### src/rtl/bounce_pkg.sv
// bounce_pkg: shared state encoding and LFSR constants for the bounce generator
package bounce_pkg;
  typedef enum logic [2:0] {IDLE, HI, LO, SETTLE, DONE} state_t;
  localparam logic [15:0] LFSR_TAPS = 16'hB400;
  localparam logic [15:0] DEFAULT_SEED = 16'hACE1;
endpackage

### src/rtl/bounce_gen_lfsr16.sv
// lfsr16: 16-bit right-shift Galois LFSR that advances only when asked
module lfsr16
  import bounce_pkg::*;
#(
  parameter int W = 16
) (
  input  logic         clk,
  input  logic         reset,
  input  logic         adv,
  input  logic [15:0]  seed,
  output logic [W-1:0] value
);
  logic [15:0] lfsr_q, lfsr_d;
  assign lfsr_d = adv ? ((lfsr_q >> 1) ^ (lfsr_q[0] ? LFSR_TAPS : 16'h0)) : lfsr_q;
  assign value = lfsr_q[W-1:0];
  always_ff @(posedge clk)
    if (reset) lfsr_q <= seed;
    else lfsr_q <= lfsr_d;
endmodule

### src/rtl/bounce_gen.sv
// bounce_gen: drives q to a target level through pseudo-random contact-bounce glitches
module bounce_gen
  import bounce_pkg::*;
#(
  parameter int          CNT_W        = 8,
  parameter int          MAX_GLITCHES = 8,
  parameter int          MIN_SETTLE   = 4,
  parameter logic [15:0] SEED         = DEFAULT_SEED
) (
  input  logic             clk,
  input  logic             reset,
  input  logic             start,
  input  logic             target,
  input  logic [3:0]       glitch_count,
  input  logic [CNT_W-1:0] max_width,
  output logic             q,
  output logic             busy,
  output logic             done
);
  state_t state_q, state_d;
  logic tgt_q, tgt_d, q_q, q_d, busy_q, busy_d, done_q, done_d, adv;
  logic [3:0] rem_q, rem_d, n_in;
  logic [CNT_W-1:0] mw_q, mw_d, cnt_q, cnt_d, mw_in, mw_sel, rnd, w_min, w;
  lfsr16 #(.W(CNT_W)) u_lfsr (.clk(clk), .reset(reset), .adv(adv), .seed(SEED), .value(rnd));
  assign n_in = (glitch_count > 4'(MAX_GLITCHES)) ? 4'(MAX_GLITCHES) : glitch_count;
  assign mw_in = (max_width == '0) ? CNT_W'(1) : max_width;
  // the width limit is not latched yet on the cycle start is accepted
  assign mw_sel = (state_q == IDLE) ? mw_in : mw_q;
  assign w_min = (rnd < mw_sel) ? rnd : mw_sel;
  assign w = (w_min == '0) ? CNT_W'(1) : w_min;
  always_comb begin
    state_d = state_q;
    tgt_d = tgt_q;
    rem_d = rem_q;
    mw_d = mw_q;
    cnt_d = cnt_q;
    adv = 1'b0;
    unique case (state_q)
      IDLE: if (start) begin
        tgt_d = target;
        rem_d = n_in;
        mw_d = mw_in;
        state_d = (n_in != 4'd0) ? HI : SETTLE;
        cnt_d = (n_in != 4'd0) ? w : CNT_W'(MIN_SETTLE);
        adv = (n_in != 4'd0);
      end
      HI: if (cnt_q == CNT_W'(1)) begin
        state_d = LO;
        cnt_d = w;
        adv = 1'b1;
      end else cnt_d = cnt_q - CNT_W'(1);
      LO: if (cnt_q == CNT_W'(1)) begin
        state_d = (rem_q > 4'd1) ? HI : SETTLE;
        rem_d = rem_q - 4'd1;
        cnt_d = (rem_q > 4'd1) ? w : CNT_W'(MIN_SETTLE);
        adv = (rem_q > 4'd1);
      end else cnt_d = cnt_q - CNT_W'(1);
      SETTLE: if (cnt_q == CNT_W'(1)) state_d = DONE;
        else cnt_d = cnt_q - CNT_W'(1);
      DONE: state_d = IDLE;
      default: state_d = IDLE;
    endcase
    q_d = (state_d == LO) ? ~tgt_d : (state_d == IDLE) ? q_q : tgt_d;
    busy_d = (state_d == HI) || (state_d == LO) || (state_d == SETTLE);
    done_d = (state_d == DONE);
  end
  always_ff @(posedge clk)
    if (reset) begin
      state_q <= IDLE;
      tgt_q <= 1'b0;
      rem_q <= 4'd0;
      mw_q <= '0;
      cnt_q <= '0;
      q_q <= 1'b0;
      busy_q <= 1'b0;
      done_q <= 1'b0;
    end else begin
      state_q <= state_d;
      tgt_q <= tgt_d;
      rem_q <= rem_d;
      mw_q <= mw_d;
      cnt_q <= cnt_d;
      q_q <= q_d;
      busy_q <= busy_d;
      done_q <= done_d;
    end
  assign q = q_q;
  assign busy = busy_q;
  assign done = done_q;
endmodule

### config.mk
export PLATFORM = sky130hd
export DESIGN_NAME = bounce_gen
export DESIGN_NICKNAME = d
export VERILOG_FILES = /design/src/rtl/bounce_pkg.sv /design/src/rtl/bounce_gen_lfsr16.sv /design/src/rtl/bounce_gen.sv
export SDC_FILE = /design/constraint.sdc
export NUM_CORES = 1
export LEC_CHECK = 0
export CORE_ASPECT_RATIO = 0.9
export CORE_MARGIN = 8
export CORE_UTILIZATION = 57
export CTS_BUF_LIST = sky130_fd_sc_hd__clkbuf_16
export DETAILED_ROUTE_END_ITERATION = 6
export DONT_BUFFER_PORTS = 1
export PLACE_DENSITY_LB_ADDON = 0.1
export SYNTH_ARGS = -nofsm -noshare
export SYNTH_HDL_FRONTEND = slang
export SYNTH_SLANG_ARGS = --single-unit
### constraint.sdc
create_clock -name clk -period 2.6 [get_ports clk]
set_input_delay 0.26 -clock clk [delete_from_list [all_inputs] [get_ports clk]]
set_output_delay 0.26 -clock clk [all_outputs]
set_load 0.02 [all_outputs]
# After elaboration in Yosys (flattened, before gate mapping)
# Cells that the tools add are included.
# word_totals
regBits	43
wordCells	71
in_bits	16
# op_classes
n_addsub	2
bitwise	2
mux	31
n_reduce_logical	12
order_cmp	3
n_eq_ne	12
# op_table
operator	n
$mux W8	10
$pmux W8 S4	1
$logic_not A8 Y1	2
$mux W16	1
$xor A15 B16 Y16	1
$eq A3 B2 Y1 const B	4
$mux W3	4
$mux W4	3
$pmux W3 S4	1
$eq A8 B1 Y1 const B	1
$lt A8 B8 Y1	1
$ne A2 B2 Y1 const B	4
$pmux W4 S2	1
$reduce_bool A4 Y1	2
$sub A8 B1 Y8 const B	1
$mux W1	7
$eq A3 B1 Y1 const B	2
$logic_not A3 Y1	2
$reduce_and A3 Y1	2
$gt A4 B1 Y1 const B	1
$gt A4 B4 Y1 const B	1
$mux W2	2
$sub A4 B1 Y4 const B	1
$eq A3 B3 Y1 const B	1
5 further kinds	6

# Logic depth before layout (Yosys ltp)
# Gate-level depths: netlist of run 1.
# logic_depth
ltp_word	10
ltp_mapped	11
mapped_depth_nobuf	9

# By module
# A second synthesis of run 1 with hierarchy kept.
# unflattened
hier_cells	295
hier_area_um2	2782.7
# modules_own_cells
mod	n_inst	area_each_um2	cells_per_inst	seq_area_each_um2
bounce_gen	1	1965.6	246	540.5
lfsr16	1	817.0	49	480.5

# Least setup slack after synthesis of run 1
# No wires, ideal clock.
# synth_path
kind	register to register
start	register state_q[0]
end	register cnt_q[1]
setup_ns	0.120
setup_slack_ns	-0.252
stages_incl_launch_ff	12
synth_period_minus_slack_ns	2.852
t_arrival_ns	2.733
path_buffers	2
path_cell_list	dfxtp_1 -> clkbuf_1 -> nor3_1 -> buf_2 -> mux2i_1 -> ha_1 -> or4b_2 -> a211oi_1 -> o21ai_0 -> nand2_1 -> nor2_1 -> o31a_1
# synth_via
elab_chain_len	9
word_cells_on_any_way	19
classes_between	1 x order compare; 5 x eq/ne; 9 x mux; 4 x reduce/logical
# synth_rtl
item	line_no	text
start: declaration	bounce_gen.sv:20	state_t state_q, state_d;
start signal: assignment	bounce_gen.sv:78	state_q <= state_d;
$logic_not A3 Y1	bounce_gen.sv:28, bounce_gen.sv:38	
$mux W8	bounce_gen.sv:28	assign mw_sel = (state_q == IDLE) ? mw_in : mw_q;
$lt A8 B8 Y1	bounce_gen.sv:29	assign w_min = (rnd < mw_sel) ? rnd : mw_sel;
$mux W8	bounce_gen.sv:29	
$logic_not A8 Y1	bounce_gen.sv:30	assign w = (w_min == '0) ? CNT_W'(1) : w_min;
$mux W8	bounce_gen.sv:30	
$mux W8 (on tied branches)	bounce_gen.sv:55, bounce_gen.sv:44	
$mux W8 (on tied branches)	bounce_gen.sv:52, bounce_gen.sv:39	
$pmux W8 S4	bounce_gen.sv:38	unique case (state_q)
end signal: assignment	bounce_gen.sv:82	cnt_q <= cnt_d;
end: declaration	bounce_gen.sv:23	logic [CNT_W-1:0] mw_q, mw_d, cnt_q, cnt_d, mw_in, mw_sel, rnd, w_min, w;
# Parallel ways exist; a longest one is shown, timed or not. The select of a mux whose other input is x is not followed.
# A chain may end at the register's enable or synchronous reset.

# Worst setup path in the final report of run 1
# layout_path
start	register state_q[0]
end	register cnt_q[2]
# Same word-level chain as after synthesis.

==> out/metrics.csv, run 1 <==
stage,metric,value,unit
logic_synthesis,syn_area,2640,um2
clock_network,cts_buffers,5,
die,core_region_area,4460,um2
sta,hold_violations,0,
die,start_util,0.593,
worst_setup_path,required,2.77,ns
min_path,hp-class,input pin to flip-flop,
grt,grt_usage,0.193,
logic_synthesis,synthArstFlopShare,0,
route,drt-initial-drc-count,167,
grt,grt_overflow_total,0,
worst_setup_path,worst-r2r-setup-slack,0.008,ns
outcome,status,"complete, no violations",
grt,gr-max-usage-layer,met2,
worst_setup_path,start_kind,flip-flop,
logic_synthesis,synthDistinctLibCells,59,
route,wl_per_cell,17.7,um
worst_setup_path,critPathKind,flip-flop to flip-flop,
sta,setup_viol,0,
layout,multi_input_area,1670,um2
grt,antenna_found_initial,0,
layout,nFillCells,388,
die,dieArea,7080,um2
sta,fmax,386,MHz
grt,grtUsageMet3,0.0326,
grt,grt_max_degree,30,
place,dp_hpwl,4.99,mm
sta,period_share,0.997,
logic_synthesis,syn-num-nets,351,
clock_network,ctsHoldBuffers,0,
layout,fin_nets,357,
die,die_h,80.6,um
die,fp.dieW,87.8,um
worst_setup_path,cp-end-kind,flip-flop,
die,floorplan.rows,23,
layout,antenna_cells,0,
route,ant_nets,0,
power,ir_drop,0.000500,V
grt,grt_first_pass_wirelength,10.8,mm
route,totalWireLength,6.94,mm
grt,grt_pass1_vias,2163,
route,vias,2475,
logic_synthesis,ys_warn_count,0,
logic_synthesis,ys.flop_type,dfxtp_1,
logic_synthesis,synth_edf_count,0,
layout,final_core_util,0.673,
sta,setup_tns,0,ns
layout,regArea,861,um2
place,numPortBuffers,0,
sta,fin_worst_skew,0.00546,ns
sta,slew_headroom,0.620,
grt,met2_usage,0.295,
clock_network,cts_htree_levels,2,
route,drtPass1Iterations,5,
flow_run,maxCapViolations,0,
sta,fin_ws,0.00848,ns
route,viasPerCell,6.30,
logic_synthesis,ys_seq_area_frac,0.326,
route,drc,0,
grt,met1_usage,0.270,
clock_network,path_clk_slew,0.07,ns
worst_setup_path,path_max_fanout,8,
power,power.density,981,nW/um2
clock_network,cts_tree,done,
layout,layout-drive-gt1-share,0.142,
clock_network,cts_sinks,43,
clock_network,clockBufferDepth,2,
sta,drv_slew,0,
clock_network,clock_tree.root_cell,clkbuf_16,
die,io_pins,19,
sta,tightest_slew,0.565,ns
clock_network,clk_latency,0.28,ns
worst_setup_path,critPathArrivalTime,2.76,ns
sta,fin_crit,2.59,ns
logic_synthesis,syn_inst,324,
place,place_congestion,0.937,
power,leakage,1.17,nW
layout,area_growth,13.5,%
logic_synthesis,ys_seq_elements,43,
place,post-place-ws,0.0389,ns
logic_synthesis,avgSynthCellArea,8.16,um2
## metal layers
| layer | part of all wire | wire (um) |
|---|---|---|
| met1 | 0.47 | 3290 |
| met3 | 0.047 | 323 |
| met4 | 0.014 | 99 |
| met5 | 0 | 0 |
| met2 | 0.46 | 3230 |
## final timing paths
kind / start / endpoint / depth (start not counted)
min: reset / cnt_q[3]$_SDFFE_PP0P_ / 1
min reg2reg: mw_q[4]$_SDFFE_PP0P_ / mw_q[4]$_SDFFE_PP0P_ / 2
max: state_q[0]$_SDFF_PP0_ / cnt_q[2]$_SDFFE_PP0P_ / 9
max reg2reg: state_q[0]$_SDFF_PP0_ / cnt_q[2]$_SDFFE_PP0P_ / 9
## area by class of cell
cell class,instances,share of cell area
Multi-Input combinational cell,251,0.558
Tap cell,62,0.0258
Sequential cell,43,0.287
Inverter,11,0.0138
Timing Repair Buffer,18,0.0504
Clock buffer,5,0.0417
Clock inverter,3,0.0238
## timing repair
item,CTS,global route
setup buffers,0,0
pin swaps,0,1
endpoints found under the setup margin,1,3
gates resized for setup,1,5
endpoints found under the hold margin,0,0
## registers in the layout, indices dropped and copies added, names as in the netlist
register and count:
u_lfsr.lfsr_q 16, cnt_q 8, mw_q 8, rem_q 4, state_q 3, busy 1
done 1, q 1, tgt_q 1
## power breakdown
group	internal, W	leakage [nW]	switching (W)
clock	0.000557	0.0959	0.000272
sequential	0.000779	0.354	0.000128
combinational	0.000536	0.724	0.000674
total	0.00187	1.17	0.00107
## worst max-delay path, stage by stage, from the launching register on
cell	delay, ns
dfxtp_1	0.35
nor3_4	0.24
mux2i_1	0.28
ha_1	0.29
a211oi_1	0.27
o311ai_1	0.17
o21a_2	0.28
or3_1	0.35
a21oi_1	0.17
o211ai_2	0.08
## logic make-up (layout without fill, tap and decap cells)
family	after synthesis	after routing	share of synthesized area
AO/OA/AOI/OAI	96	96	0.246
AND/OR/NAND/NOR	116	116	0.217
multiplexers	24	24	0.0909
XOR/XNOR	4	4	0.0133
adder cells (fa/ha/maj)	11	11	0.0521
flip-flops	43	43	0.326
buffers and inverters	30	37	0.0554
## cells in the mapped netlist, types with 5 or more instances
cell,count,area (um2)
dfxtp_1,43,861
nand2_1,33,124
nor2_1,33,124
a21oi_1,29,145
mux2i_1,24,240
o21ai_0,23,115
clkbuf_1,11,41.3
ha_1,11,138
inv_1,11,41.3
nor3_1,11,55.1
a211oi_1,7,52.6
o211ai_1,7,52.6
nand3_1,6,30.0
a31oi_1,5,31.3
nor4_1,5,31.3
## per-stage QoR
step	total power, W	hold WS [ns]	instance area [um2]	instances
2_1_floorplan	0.00178	0.396	2670	324
3_3_place_gp	0.00206	0.333	2780	385
3_5_place_dp	0.00208	0.335	2780	385
4_1_cts	0.00292	0.0329	2980	393
5_1_grt	0.00311	0.0237	3000	393
6_report	0.00295	0.0382	3000	393
## cell usage in the layout (no fill, tap or decap), types with 3 or more instances in the layout
cell	Yosys	final
or2_2	3	3
a31oi_1	5	5
ha_1	11	11
a211oi_1	7	6
dfxtp_1	43	43
inv_1	11	11
mux2i_1	24	23
or3_1	3	3
clkbuf_16	0	5
nand3_1	6	6
o211ai_1	7	7
nand2_1	33	33
a21oi_1	29	29
o21ai_0	23	21
nor4_1	5	5
nor3_1	11	10
buf_4	2	16
or4_1	3	3
nor2_1	33	33
(Power assumes the default switching activity.)
==> inputs of run 2 (changes only) <==
Settings changed: PLACE_DENSITY from default to 0.75, PLACE_DENSITY_LB_ADDON 0.1 to default.
==> run 2 against run 1 <==
Cell area shrank 1.3%. Sequential power about the same. Final cell count unchanged. First-iteration DRC count increased by 23%. Worst setup slack gained 0.067 ns. Worst hold slack gained 0.012 ns. Global-route usage down 0.085 points. Power decreased by 7.0%. Clock skew is 0.0029 ns lower. Critical path type unchanged.
==> out/metrics.csv, run 2 (synthesis gave the netlist of run 1 again) <==
stage,metric,value,unit
outcome,status,"complete, no violations",
layout,layout-drive-gt1-share,0.154,
die,core_region_area,4460,um2
grt,grt_pass1_vias,2284,
worst_setup_path,crit_chain,"nor3_2, mux2i_1, ha_1, a211oi_2, o311ai_2, o21a_2, or3_1, a21oi_2, o211ai_2",
worst_setup_path,crit_buf_inv,0,
layout,area_growth,12.0,%
place,post-place-ws,0.0418,ns
place,numPortBuffers,0,
sta,setup_tns,0,ns
worst_setup_path,worst-r2r-setup-slack,0.08,ns
die,fp.dieW,87.8,um
power,ir_drop,0.000462,V
min_path,worstHoldEndpoint,cnt_q[3]$_SDFFE_PP0P_,
route,drtPass1Iterations,4,
worst_setup_path,worstReg2RegStart,state_q[1]$_SDFF_PP0_,
worst_setup_path,critPathArrivalTime,2.69,ns
worst_setup_path,path_max_fanout,8,
layout,final_cells,393,
grt,grt_first_pass_wirelength,10.9,mm
worst_setup_path,critPathKind,flip-flop to flip-flop,
worst_setup_path,crit_slowest_cell,or3_1,
sta,fin_ws,0.0753,ns
layout,regMostFlops,u_lfsr.lfsr_q,
die,floorplan.rows,23,
worst_setup_path,start_kind,flip-flop,
worst_setup_path,reg2reg_to,cnt_q[2]$_SDFFE_PP0P_,
route,viasPerCell,6.40,
clock_network,cts_sinks,43,
die,die_h,80.6,um
layout,regArea,861,um2
die,dieArea,7080,um2
layout,nFillCells,376,
route,vias,2517,
sta,setup_viol,0,
grt,antenna_found_initial,0,
min_path,whs_path_depth,1,
clock_network,clock_tree.root_cell,clkbuf_16,
route,wl_per_cell,17.5,um
flow_run,maxCapViolations,0,
clock_network,path_clk_slew,0.06,ns
min_path,min_from,reset,
route,drc,0,
worst_setup_path,path_delay_family,compound AO/OA/AOI/OAI gates,
sta,fin_crit,2.52,ns
grt,grt_usage,0.192,
route,ant_nets,0,
place,dp_hpwl,4.90,mm
power,leakage,1.14,nW
route,drt-initial-drc-count,206,
clock_network,clockBufferDepth,2,
worst_setup_path,max_stage_delay,0.37,ns
sta,hold_violations,0,
sta,drv_slew,0,
sta,fin_worst_skew,0.00261,ns
clock_network,cts_tree,done,
layout,mostFrequentLayoutCells,"dfxtp_1, nor2_1, nand2_1, a21oi_1, mux2i_1",
clock_network,cts_htree_levels,2,
layout,antenna_cells,0,
layout,largest_register_ffs,16,
clock_network,cts_buffers,5,
power,power.density,925,nW/um2
place,place_congestion,0.916,
die,start_util,0.593,
place,place_inst,384,
worst_setup_path,required,2.76,ns
route,totalWireLength,6.87,mm
layout,fin_nets,357,
layout,reg_top3,"u_lfsr.lfsr_q x16, cnt_q x8, mw_q x8",
sta,fmax,396,MHz
sta,tightest_slew,0.671,ns
layout,multi_input_area,1700,um2
worst_setup_path,reg2regPathDepth,9,
sta,period_share,0.971,
grt,grt_max_degree,30,
min_path,hp-class,input pin to flip-flop,
grt,grt_overflow_total,0,
clock_network,clk_latency,0.28,ns
worst_setup_path,cp-end-kind,flip-flop,
layout,final_common_cell,dfxtp_1,
sta,slew_headroom,0.551,
die,io_pins,19,
-- run 2: cell type report --
class / instances / area share
Clock buffer: 5 / 0.0422
Clock inverter: 3 / 0.00676
Inverter: 11 / 0.0139
Multi-Input combinational cell: 251 / 0.575
Sequential cell: 43 / 0.291
Tap cell: 62 / 0.0262
Timing Repair Buffer: 18 / 0.0456
-- run 2: power breakdown --
group          internal, W  switching, W
Sequential        0.000779      0.000128
Clock             0.000354      0.000257
Combinational     0.000534      0.000687
-- run 2: per-layer routing --
metal | track usage | part of all wire | vias to the layer above
li1 | - | - | 1199
met1 | 0.253 | 0.45 | 1219
met2 | 0.304 | 0.47 | 93
met3 | 0.0367 | 0.073 | 6
met4 | 0.0669 | 0.011 | 0
met5 | 0 | 0 | -
-- run 2: timing repair --
item,CTS,global route
endpoints found under the setup margin,0,8
gates resized for setup,0,10
hold buffers,0,0
buffers inserted,0,1
hold endpoints to repair,0,0
-- run 2: worst max-delay path by stage --
| stage | end | cells after the start | start | slack (ns) |
|---|---|---|---|---|
| floorplan | cnt_q[2]$_SDFFE_PP0P_ | 11 | state_q[0]$_SDFF_PP0_ | 0.02 |
| global placement | cnt_q[2]$_SDFFE_PP0P_ | 10 | state_q[2]$_SDFF_PP0_ | 0.1 |
| detailed placement | cnt_q[1]$_SDFFE_PP0P_ | 8 | cnt_q[1]$_SDFFE_PP0P_ | 0.04 |
| CTS | cnt_q[2]$_SDFFE_PP0P_ | 9 | state_q[2]$_SDFF_PP0_ | 0.01 |
| global route | cnt_q[2]$_SDFFE_PP0P_ | 10 | state_q[1]$_SDFF_PP0_ | -0.04 |
| finish | cnt_q[2]$_SDFFE_PP0P_ | 9 | state_q[1]$_SDFF_PP0_ | 0.08 |
-- run 2: metrics by stage --
| stage | area [um2] | utilization | hold WS (ns) | power, W |
|---|---|---|---|---|
| after CTS | 2910 | 0.652 | 0.0397 | 0.00268 |
| after global routing | 2960 | 0.664 | 0.0346 | 0.00291 |
| after detailed placement | 2760 | 0.619 | 0.337 | 0.00206 |
| after floorplan | 2670 | - | 0.396 | 0.00178 |
| final | 2960 | 0.664 | 0.0500 | 0.00274 |
| after global placement | 2760 | 0.619 | 0.335 | 0.00203 |
==> inputs of run 3 (changes only) <==
Settings changed: RECOVER_POWER from default to 50.
==> run 3 against run 2 <==
Clock-buffer cell count is the same. Sequential power is essentially flat. Global-route usage is the same. Clock power is essentially flat. Fmax is essentially flat. Non-clock buffer count is the same. Register-to-register slack is essentially flat. Worst setup slack is essentially flat. Final cell count is the same. First-iteration DRC count shrank 4.9%. Core utilization shrank 0.22 points.
==> out/metrics.csv, run 3 (synthesis gave the netlist of run 1 again) <==
stage,metric,value,unit
worst_setup_path,reg2reg_to,cnt_q[2]$_SDFFE_PP0P_,
sta,fin_crit,2.52,ns
worst_setup_path,required,2.76,ns
worst_setup_path,crit_slowest_cell,or3_1,
clock_network,clock_tree.root_cell,clkbuf_16,
sta,drv_slew,0,
sta,fin_worst_skew,0.00278,ns
die,io_pins,19,
place,place_area,2760,um2
worst_setup_path,critPathArrivalTime,2.69,ns
die,core_region_area,4460,um2
route,drc,0,
worst_setup_path,worstSetupStartpoint,state_q[1]$_SDFF_PP0_,
worst_setup_path,path_max_fanout,8,
min_path,min_from,reset,
route,drt-initial-drc-count,196,
outcome,status,"complete, no violations",
worst_setup_path,crit_chain,"nor3_2, mux2i_1, ha_1, a211oi_2, o311ai_2, o21a_2, or3_1, a21oi_2, o211ai_2",
worst_setup_path,critPathKind,flip-flop to flip-flop,
power,switching_share,0.392,
route,wl_per_cell,17.5,um
clock_network,clockBufferDepth,2,
clock_network,cts_htree_levels,2,
sta,hold_violations,0,
die,dieArea,7080,um2
sta,fin_ws,0.0751,ns
grt,grt_max_degree,30,
grt,grt_pass1_vias,2284,
layout,final_cells,393,
layout,antenna_cells,0,
die,start_util,0.593,
place,post-place-ws,0.0418,ns
sta,slew_headroom,0.282,
layout,fin_nets,357,
route,drtPass1Iterations,4,
grt,grt_overflow_total,0,
power,clkPwrFrac,0.224,
layout,mostFrequentLayoutCells,"dfxtp_1, nor2_1, nand2_1, a21oi_1, mux2i_1",
route,ant_nets,0,
route,totalWireLength,6.86,mm
worst_setup_path,crit_end,cnt_q[2]$_SDFFE_PP0P_,
die,floorplan.rows,23,
clock_network,path_clk_slew,0.06,ns
power,ir_drop,0.000463,V
worst_setup_path,reg2regPathDepth,9,
grt,grt_usage,0.192,
layout,layout-drive-gt1-share,0.148,
flow_run,maxCapViolations,0,
worst_setup_path,start_kind,flip-flop,
clock_network,clk_latency,0.28,ns
worst_setup_path,max_stage_delay,0.37,ns
layout,area_growth,11.6,%
power,internal-power,0.00166,W
clock_network,cts_tree,done,
sta,fmax,396,MHz
power,seq_power_share,0.332,
min_path,hp-class,input pin to flip-flop,
layout,reg_top3,"u_lfsr.lfsr_q x16, cnt_q x8, mw_q x8",
route,viasPerCell,6.35,
clock_network,cts_buffers,5,
layout,largest_register_ffs,16,
place,place_inst,384,
sta,period_share,0.971,
grt,grt_first_pass_wirelength,10.9,mm
place,place_congestion,0.916,
power,p_switching,0.00107,W
grt,antenna_found_initial,0,
die,fp.dieW,87.8,um
sta,setup_viol,0,
power,leakage,1.14,nW
die,die_h,80.6,um
clock_network,cts_sinks,43,
worst_setup_path,cp-end-kind,flip-flop,
layout,final_core_util,0.662,
power,comb_power_share,0.444,
route,vias,2497,
sta,tightest_slew,1.06,ns
clock_network,ctsHoldBuffers,0,
power,power.density,926,nW/um2
layout,regMostFlops,u_lfsr.lfsr_q,
place,dp_hpwl,4.90,mm
place,numPortBuffers,0,
worst_setup_path,worst-r2r-setup-slack,0.08,ns
layout,final_common_cell,dfxtp_1,
layout,design_area,2950,um2
worst_setup_path,worstReg2RegStart,state_q[1]$_SDFF_PP0_,
## run 3: cell count changes in the layout (fill, tap and decap cells not counted)
cell,before,now
buf_4,18,16
clkbuf_1,0,1
clkbuf_4,0,1
nor4b_1,0,1
nor4b_2,1,0
## run 3: layer usage
metal  routed length, um  vias up  track usage
met3                 400        8       0.0367
met1                3130     1218        0.253
met2                3240       73        0.304
met5                   0        -            0
met4                  89        0       0.0669
li1                    -     1198            -
## run 3: worst min path at each step
stage               cells past startpoint                    end  slack, ns
detailed placement                      1  rem_q[0]$_SDFFE_PP0P_       0.34
global placement                        1   mw_q[7]$_SDFFE_PP0P_       0.33
finish                                  1  cnt_q[3]$_SDFFE_PP0P_       0.05
global route                            1   mw_q[1]$_SDFFE_PP0P_       0.03
floorplan                               2   mw_q[1]$_SDFFE_PP0P_       0.40
CTS                                     1   mw_q[5]$_SDFFE_PP0P_       0.04
## run 3: per-stage QoR
step	hold WS (ns)	total power, W	setup TNS (ns)
after detailed placement	0.337	0.00206	0
final	0.0497	0.00273	0
after global routing	0.0346	0.00291	-0.0428
after global placement	0.335	0.00203	0
after floorplan	0.396	0.00178	0
after CTS	0.0397	0.00268	0
## run 3: what timing repair did
action	in CTS	in global routing
endpoints found under the setup margin	0	8
buffers inserted	0	1
gates resized for setup	0	10
## run 3: cell type report
cell class              count  area [um2]
clock inverters             3        20.0
well taps                  62        77.6
fillers                   377        1510
multi-input cells         251        1700
inverters                  11        41.3
clock buffers               5         125
repair buffers             18         131
flip-flops and latches     43         861
## run 3: power by group through the flow
stage	Clock [W]	Combinational (W)	Sequential, W
after floorplan	0	0.000896	0.000881
after global placement	0	0.00112	0.000908
after detailed placement	0	0.00114	0.000915
after CTS	0.000622	0.00115	0.000901
after global routing	0.000659	0.00133	0.000921
final	0.000612	0.00121	0.000907
## run 3: worst max-delay path, delay by kind of cell (launching register included)
kind | cells | cell delay, ns
AOI/OAI and AO/OA | 5 | 0.90
and+or+nand+nor | 2 | 0.61
muxes | 1 | 0.26
adders and majority gates | 1 | 0.30
DFF | 1 | 0.33
